`src/rtl/mult_result_buffer.sv`:
```
// Result buffer between the pipelined multiplier and the CDB: a small FIFO of
// {tag, product} plus a credit counter that gates issue so no result is lost.
`ifndef ROB_TAG_LEN
`define ROB_TAG_LEN 6
`endif

module mult_result_buffer #(
    parameter int DEPTH  = 4,
    parameter int TAG_W  = `ROB_TAG_LEN,
    parameter int DATA_W = 64
) (
    input  logic              clock,
    input  logic              reset,
    input  logic              mult_start,
    input  logic              mult_done,
    input  logic [TAG_W-1:0]  mult_tag,
    input  logic [DATA_W-1:0] mult_product,
    input  logic              cdb_grant,
    output logic              cdb_req,
    output logic [TAG_W-1:0]  cdb_tag,
    output logic [DATA_W-1:0] cdb_value,
    output logic              can_issue,
    output logic              overflow_err
);
    localparam int PTR_W = $clog2(DEPTH);
    localparam int CNT_W = $clog2(DEPTH + 1);

    logic [TAG_W-1:0]  tag_mem_q  [DEPTH];
    logic [TAG_W-1:0]  tag_mem_d  [DEPTH];
    logic [DATA_W-1:0] data_mem_q [DEPTH];
    logic [DATA_W-1:0] data_mem_d [DEPTH];
    logic [PTR_W-1:0]  head_q, head_d;
    logic [PTR_W-1:0]  tail_q, tail_d;
    logic [CNT_W-1:0]  count_q, count_d;
    logic [CNT_W-1:0]  in_flight_q, in_flight_d;
    logic              overflow_q, overflow_d;
    logic              full;
    logic              do_push;
    logic              do_pop;
    logic [CNT_W:0]    credit_sum;

    always_comb begin
        full       = (count_q == CNT_W'(DEPTH));
        cdb_req    = (count_q != '0);
        do_pop     = cdb_req & cdb_grant;
        do_push    = mult_done & (~full | do_pop);
        // A same-cycle pop is not credited, keeping the issue check conservative.
        credit_sum = {1'b0, count_q} + {1'b0, in_flight_q};
        can_issue  = (credit_sum < (CNT_W + 1)'(DEPTH));
        overflow_err = overflow_q;
        cdb_tag    = cdb_req ? tag_mem_q[head_q]  : '0;
        cdb_value  = cdb_req ? data_mem_q[head_q] : '0;
    end

    always_comb begin
        tag_mem_d  = tag_mem_q;
        data_mem_d = data_mem_q;
        head_d     = head_q;
        tail_d     = tail_q;
        count_d    = count_q;
        if (do_push) begin
            tag_mem_d[tail_q]  = mult_tag;
            data_mem_d[tail_q] = mult_product;
            tail_d             = tail_q + PTR_W'(1);
        end
        if (do_pop) begin
            head_d = head_q + PTR_W'(1);
        end
        case ({do_push, do_pop})
            2'b10:   count_d = count_q + CNT_W'(1);
            2'b01:   count_d = count_q - CNT_W'(1);
            default: count_d = count_q;
        endcase
    end

    always_comb begin
        in_flight_d = in_flight_q;
        if (mult_start && !mult_done) begin
            if (in_flight_q != CNT_W'(DEPTH)) begin
                in_flight_d = in_flight_q + CNT_W'(1);
            end
        end else if (!mult_start && mult_done) begin
            if (in_flight_q != '0) begin
                in_flight_d = in_flight_q - CNT_W'(1);
            end
        end
        overflow_d = overflow_q
                   | (mult_start & ~can_issue)
                   | (mult_done & ~mult_start & (in_flight_q == '0))
                   | (mult_done & full & ~do_pop);
    end

    always_ff @(posedge clock) begin
        if (reset) begin
            head_q      <= '0;
            tail_q      <= '0;
            count_q     <= '0;
            in_flight_q <= '0;
            overflow_q  <= 1'b0;
        end else begin
            head_q      <= head_d;
            tail_q      <= tail_d;
            count_q     <= count_d;
            in_flight_q <= in_flight_d;
            overflow_q  <= overflow_d;
        end
    end

    // Storage needs no reset; occupancy alone decides what is visible.
    always_ff @(posedge clock) begin
        tag_mem_q  <= tag_mem_d;
        data_mem_q <= data_mem_d;
    end

endmodule

```
`config.mk`:
```
export PLATFORM = sky130hd
export DESIGN_NAME = mult_result_buffer
export DESIGN_NICKNAME = d
export VERILOG_FILES = /design/src/rtl/mult_result_buffer.sv
export SDC_FILE = /design/constraint.sdc
export NUM_CORES = 1
export LEC_CHECK = 0
export ABC_AREA = 1
export CORE_ASPECT_RATIO = 2
export CORE_MARGIN = 8
export CORE_UTILIZATION = 50
export DETAILED_ROUTE_END_ITERATION = 8
export PLACE_DENSITY = 0.73
export SETUP_SLACK_MARGIN = 0.1
export SYNTH_ARGS = -nofsm -noshare
export SYNTH_HDL_FRONTEND = slang
export SYNTH_SLANG_ARGS = --single-unit
```
`constraint.sdc`:
```
create_clock -name clock -period 7.95 [get_ports clock]
set_clock_uncertainty 0.05 [all_clocks]
set_input_delay 1.59 -clock clock [delete_from_list [all_inputs] [get_ports clock]]
set_output_delay 1.59 -clock clock [all_outputs]
set_load 0.005 [all_outputs]
```
==> results of run 1 <==
==> layout make-up <==
type	instances	share of cell area
tap	280	0.02484
timing repair buffer	156	0.1091
antenna	4	0.0007098
clock inverter	18	0.01970
inverter	26	0.007098
clock buffer	27	0.04489
sequential	291	0.6124
multi-input combinational	564	0.1813
==> worst min-delay path, cell delays in order, from the launching register on <==
cell,delay [ns]
dfxtp_1,0.34
nor2_1,0.10
nor2_1,0.05
==> cells in the final DEF (no fill, tap or decap) <==
cell type / count
clkbuf_1: 2
nand2_1: 22
nor3_1: 1
a21oi_1: 77
o21ai_1: 35
clkbuf_16: 25
clkdlybuf4s50_1: 147
clkinv_8: 1
xor2_1: 1
ha_1: 9
inv_2: 2
bufinv_16: 7
or2_2: 1
nand3b_1: 2
inv_4: 1
clkinv_2: 5
edfxtp_1: 280
fa_1: 2
clkinvlp_4: 2
nor2_4: 4
inv_1: 23
o21ai_0: 111
nand3_1: 2
diode_2: 4
dfxtp_4: 2
clkinv_1: 3
nor2_1: 297
buf_4: 9
dfxtp_1: 9
==> routing by layer <==
| layer | vias up | share of wire | track usage |
|---|---|---|---|
| met1 | 3524 | 0.38 | 0.1874 |
| met3 | 48 | 0.049 | 0.03007 |
| li1 | 3533 | - | - |
| met5 | - | 0.0015 | 0 |
| met2 | 166 | 0.54 | 0.3229 |
| met4 | 6 | 0.034 | 0.08368 |
==> path summary, 6_finish.rpt <==
check,from,end,cells past startpoint
hold reg to reg,tail_q[0],tail_q[0],2
setup / recovery,head_q[0],cdb_value[19],5
hold / removal,tail_q[0],tail_q[0],2
setup reg to reg,count_q[1],data_mem_q[128],5
==> kinds of logic after synthesis <==
group | after synthesis
buffers and inverters | 79
flip-flops | 291
AO/OA/AOI/OAI | 223
XOR/XNOR | 1
adder cells (fa/ha/maj) | 11
AND/OR/NAND/NOR | 329
==> per-stage QoR <==
stage	area (µm²)	hold slack (ns)	power, mW	setup WS (ns)
floorplan	11550	0.4430	2.523	2.634
global placement	13180	0.4759	3.192	3.401
detailed placement	13180	0.4825	3.211	3.387
CTS	14090	0.4924	4.542	2.826
global route	14100	0.5218	4.702	2.627
finish	14100	0.4856	4.479	2.911
==> registers in the layout (all words and copies together) (netlist names) <==
signal and flops:
data_mem_q 256, in_flight_q 3, head_q 2, overflow_err 1, count_q 3, tail_q 2, tag_mem_q 24
==> power by group <==
| group | total [mW] | leakage, nW | internal [mW] | switching [mW] |
|---|---|---|---|---|
| Sequential | 1.87 | 2.66 | 1.80 | 0.0778 |
| Combinational | 1.28 | 1.72 | 0.597 | 0.681 |
| Clock | 1.33 | 0.441 | 0.807 | 0.521 |
==> impl_metrics.json, run 1 <==
{
  "ir_drop_uv": 216.8,
  "yosysWarnings": 0,
  "max_freq_mhz": 198.4,
  "drive_gt1_frac": 0.05453,
  "setup_viol": 0,
  "grt_overflow": 0,
  "worstSetupPathType": "register to output port",
  "drt_wl_total_um": 25280,
  "track_usage": 0.1760,
  "ys_types": 22,
  "crit_path_top_delay_cell": "inv_4",
  "slowest_delay_ns": 0.67,
  "clk_pin_slew_ns": 0.07,
  "synth_compound_area_frac": 0.09661,
  "grt_pass1_vias": 7544,
  "initial_core_util": 0.5080,
  "p_per_area_nw_per_um2": 317.6,
  "area_growth_pct": 22.07,
  "fin_crit_sh": 0.6339,
  "drtIter0Drc": 529,
  "rsz0062_at_grt": "no",
  "critPathBufInv": 3,
  "synthAdderAreaFrac": 0.01321,
  "worst_ep_arrival_time_ns": 3.40,
  "avgSynthCellArea_um2": 12.37,
  "syn_inst": 934,
  "synth_area_leader_cell": "edfxtp_1",
  "hold_buffers": 0,
  "cp-end-kind": "output port",
  "floorplan.rows": 78,
  "dieArea_um2": 28520,
  "min_path_type": "register to register",
  "synth_seq_cells": 291,
  "core_um2": 22740,
  "drv_cap": 0,
  "cts_resized": 0,
  "multi_input_area_um2": 2556,
  "synth_commonest_cells": "nor2_1, edfxtp_1, o21ai_0, a21oi_1, o21ai_1",
  "synthMuxAreaShare": 0,
  "layout_min_cycle_time_ns": 5.039,
  "regArea_um2": 8636,
  "grt_pass1_wl_um": 38650,
  "post-place-cells": 1317,
  "async_reset_ff_frac": 0,
  "synthMostInstantiatedCell": "nor2_1",
  "avgRoutedWirePerCell_um": 18.50,
  "synth_area_leaders": "edfxtp_1, nor2_1, o21ai_0, a21oi_1, dfxtp_1",
  "die-width_um": 123.5,
  "path_max_fanout": 88,
  "synth_flop_cell": "edfxtp_1",
  "gp_congestion": 0.7389,
  "ys_seq_area_frac": 0.7469,
  "synth_top_family_by_area": "simple AND/OR/NAND/NOR gates",
  "cts_tree": "done",
  "slew_viol_final": 0,
  "antenna_left": 0,
  "portBuffers": 147,
  "leakagePower_nw": 4.828,
  "final_util": 0.6202,
  "status": "finished clean",
  "synth_area_um2": 11550,
  "worstPathRequired_ns": 6.31,
  "clock-sinks": 291,
  "synth_top_area_frac": 0.7278,
  "avgViaCountPerCell": 5.327,
  "die_h_um": 231.0,
  "drt_pass1_iterations": 5,
  "worstMarginPinSlew_ns": 1.047,
  "synth_nets": 1020,
  "crit_path_start_kind": "register",
  "post_cts.repair.setup_buffers": 0,
  "fin_setup_tns_ns": 0,
  "clock_latency_ns": 0.52,
  "route.detailed.drc": 0,
  "clockBufferDepth": 3,
  "cp_cell_sequence": "inv_4, buf_4, o21ai_0, a21oi_1, clkdlybuf4s50_1",
  "instances_no_fill": 1366,
  "fillCellCount": 1755,
  "htree_levels": 1,
  "antenna_found_initial": 7,
  "io_pins": 148,
  "cts-buffers-inserted": 25,
  "ff2ff_setup_slack_ns": 5.06,
  "slew_headroom": 0.3003,
  "synth_edf_count": 280,
  "hold_viol": 0,
  "final_nets": 1150,
  "dpl.hpwl_um": 14960,
  "cp_top_family": "buffers and inverters",
  "yosys.area_share.simple": 0.1081,
  "grt_start_max_net_pins": 89,
  "synth_xor_area_frac": 0.0007582,
  "via_count": 7277,
  "cts-root-buf": "clkbuf_16"
}
Note: power is estimated with default switching activity, not from simulation.
==> inputs of run 2 (changes only) <==
- PLACE_DENSITY: 0.73 -> 0.76
- clock period: 7.95 -> 4.2 ns (I/O delays scaled with it)
==> impl_metrics.json, run 2 (synthesis results as in run 1) <==
{
  "cts-buffers-inserted": 23,
  "final_common_cell": "nor2_1",
  "p_seq_frac": 0.428,
  "core_um2": 22740,
  "ff2ff_setup_slack_ns": 1.82,
  "rr_startpoint": "count_q[1]",
  "cts-root-buf": "clkbuf_16",
  "clock-sinks": 291,
  "fin_crit_sh": 0.8492,
  "layout_min_cycle_time_ns": 3.567,
  "intPower_mw": 5.696,
  "post_cts.repair.setup_buffers": 0,
  "cp-end-kind": "output port",
  "slew_headroom": 0.3635,
  "hold_viol": 0,
  "mostFrequentLayoutCells": "nor2_1, edfxtp_1, clkdlybuf4s50_1, o21ai_0, a21oi_1",
  "die_h_um": 231.0,
  "worst_ep_arrival_time_ns": 2.68,
  "grt_pass1_vias": 7231,
  "initial_core_util": 0.5080,
  "grt_pass1_wl_um": 37760,
  "rsz0062_at_grt": "no",
  "leakagePower_nw": 4.777,
  "ir_drop_uv": 408.9,
  "power_frac_comb": 0.316,
  "floorplan.rows": 78,
  "drv_cap": 0,
  "dpl.hpwl_um": 14480,
  "holdPathEnd": "tail_q[1]",
  "slew_viol_final": 0,
  "worstSetupPathType": "register to output port",
  "drive_gt1_frac": 0.05355,
  "gp_congestion": 0.7502,
  "fin_setup_tns_ns": 0,
  "pre_cts_ws_ns": 0.9975,
  "die-width_um": 123.5,
  "grt_overflow": 0,
  "htree_levels": 1,
  "status": "finished clean",
  "cts_tree": "done",
  "min-delay-start": "tail_q[1]",
  "worstMarginPinSlew_ns": 0.9547,
  "final_nets": 1154,
  "setup_viol": 0,
  "fillCellCount": 1710,
  "antenna_left": 0,
  "largestRegisters": "data_mem_q x256, tag_mem_q x24",
  "route.detailed.drc": 0,
  "avgViaCountPerCell": 5.364,
  "crit_path_start_kind": "register",
  "drt_pass1_iterations": 5,
  "path_max_fanout": 142,
  "grt_start_max_net_pins": 143,
  "clock_latency_ns": 0.51,
  "max_freq_mhz": 280.4,
  "p_sw_mw": 2.391,
  "io_pins": 148,
  "via_count": 7317,
  "reg2reg_to": "count_q[2]",
  "dieArea_um2": 28520,
  "ff2ff_path_depth": 11,
  "track_usage": 0.1721,
  "clockBufferDepth": 3,
  "clk_pin_slew_ns": 0.07,
  "worstPathRequired_ns": 3.31,
  "antenna_found_initial": 2,
  "cts_resized": 0,
  "drtIter0Drc": 595,
  "avgRoutedWirePerCell_um": 18.08,
  "portBuffers": 147,
  "drt_wl_total_um": 24660,
  "p_per_area_nw_per_um2": 578.3,
  "hold_path_depth": 2,
  "area_growth_pct": 21.04,
  "clkPwrFrac": 0.256,
  "top_register": "data_mem_q",
  "largest_register_ffs": 256,
  "p_sw_frac": 0.2957,
  "min_path_type": "register to register",
  "hold_buffers": 0,
  "layout_setup_ws_ns": 0.6332
}
[run 2: cell types whose count changed in the layout (fill, tap and decap cells not counted), sizes merged]
cell / previous run / this run
inv: 26 / 27
clkinvlp: 2 / 3
buf: 9 / 15
bufinv: 7 / 2
clkbuf: 27 / 25
diode: 4 / 1
[run 2: layout make-up]
class,count,area (µm²),area share
Inverter,26,100.1,0.007158
Clock buffer,25,583.1,0.04170
Antenna cell,1,2.502,0.0001790
Sequential cell,291,8633,0.6174
Clock inverter,15,136.4,0.009753
Multi-Input combinational cell,564,2556,0.1828
Timing Repair Buffer,162,1622,0.1160
Tap cell,280,350.3,0.02505
[run 2: per-stage QoR]
step	utilization	hold slack, ns	total power [mW]	instance area, µm²	std cells
2_1_floorplan	-	0.4430	4.776	11550	934
3_3_place_gp	0.5832	0.4711	6.090	13260	1323
3_5_place_dp	0.5832	0.4728	6.118	13260	1323
4_1_cts	0.6148	0.4820	8.188	13980	1363
5_1_grt	0.6149	0.5112	8.503	13980	1364
6_report	0.6149	0.4781	8.087	13980	1364
[run 2: worst max-delay path, cell delays in order, from the launching register on]
cell and delay [ns]:
dfxtp_4 0.37, buf_12 0.47, nor2_1 0.11, nor2_1 0.11
o21ai_0 0.11, a21oi_1 0.31, clkdlybuf4s50_1 0.57
[run 2: power by group through the flow]
| stage | clock network (mW) | logic [mW] | registers [mW] |
|---|---|---|---|
| after floorplan | 0 | 1.26 | 3.52 |
| after global placement | 0 | 2.57 | 3.52 |
| after detailed placement | 0 | 2.59 | 3.52 |
| after CTS | 2.12 | 2.61 | 3.46 |
| after global routing | 2.22 | 2.81 | 3.48 |
| final | 2.07 | 2.56 | 3.46 |
[run 2: per-layer routing]
| layer | share of wire | GRT usage | up-vias | wire [µm] |
|---|---|---|---|---|
| met5 | 0.00041 | 0 | - | 10 |
| met4 | 0.030 | 0.07686 | 2 | 737 |
| met3 | 0.053 | 0.02787 | 40 | 1316 |
| met2 | 0.55 | 0.3217 | 181 | 13610 |
| met1 | 0.36 | 0.1808 | 3563 | 8979 |
| li1 | - | - | 3531 | - |
[run 2: worst max path at each step]
stage                   start  slack (ns)            end  cells after the start
global route        head_q[0]        0.53  cdb_value[21]                      6
floorplan           cdb_grant       -0.37  data_mem_q[0]                      4
global placement    cdb_grant        0.99     count_q[2]                     12
CTS                 head_q[0]        0.65  cdb_value[21]                      6
finish              head_q[0]        0.63  cdb_value[21]                      6
detailed placement  cdb_grant         1.0     count_q[2]                     12
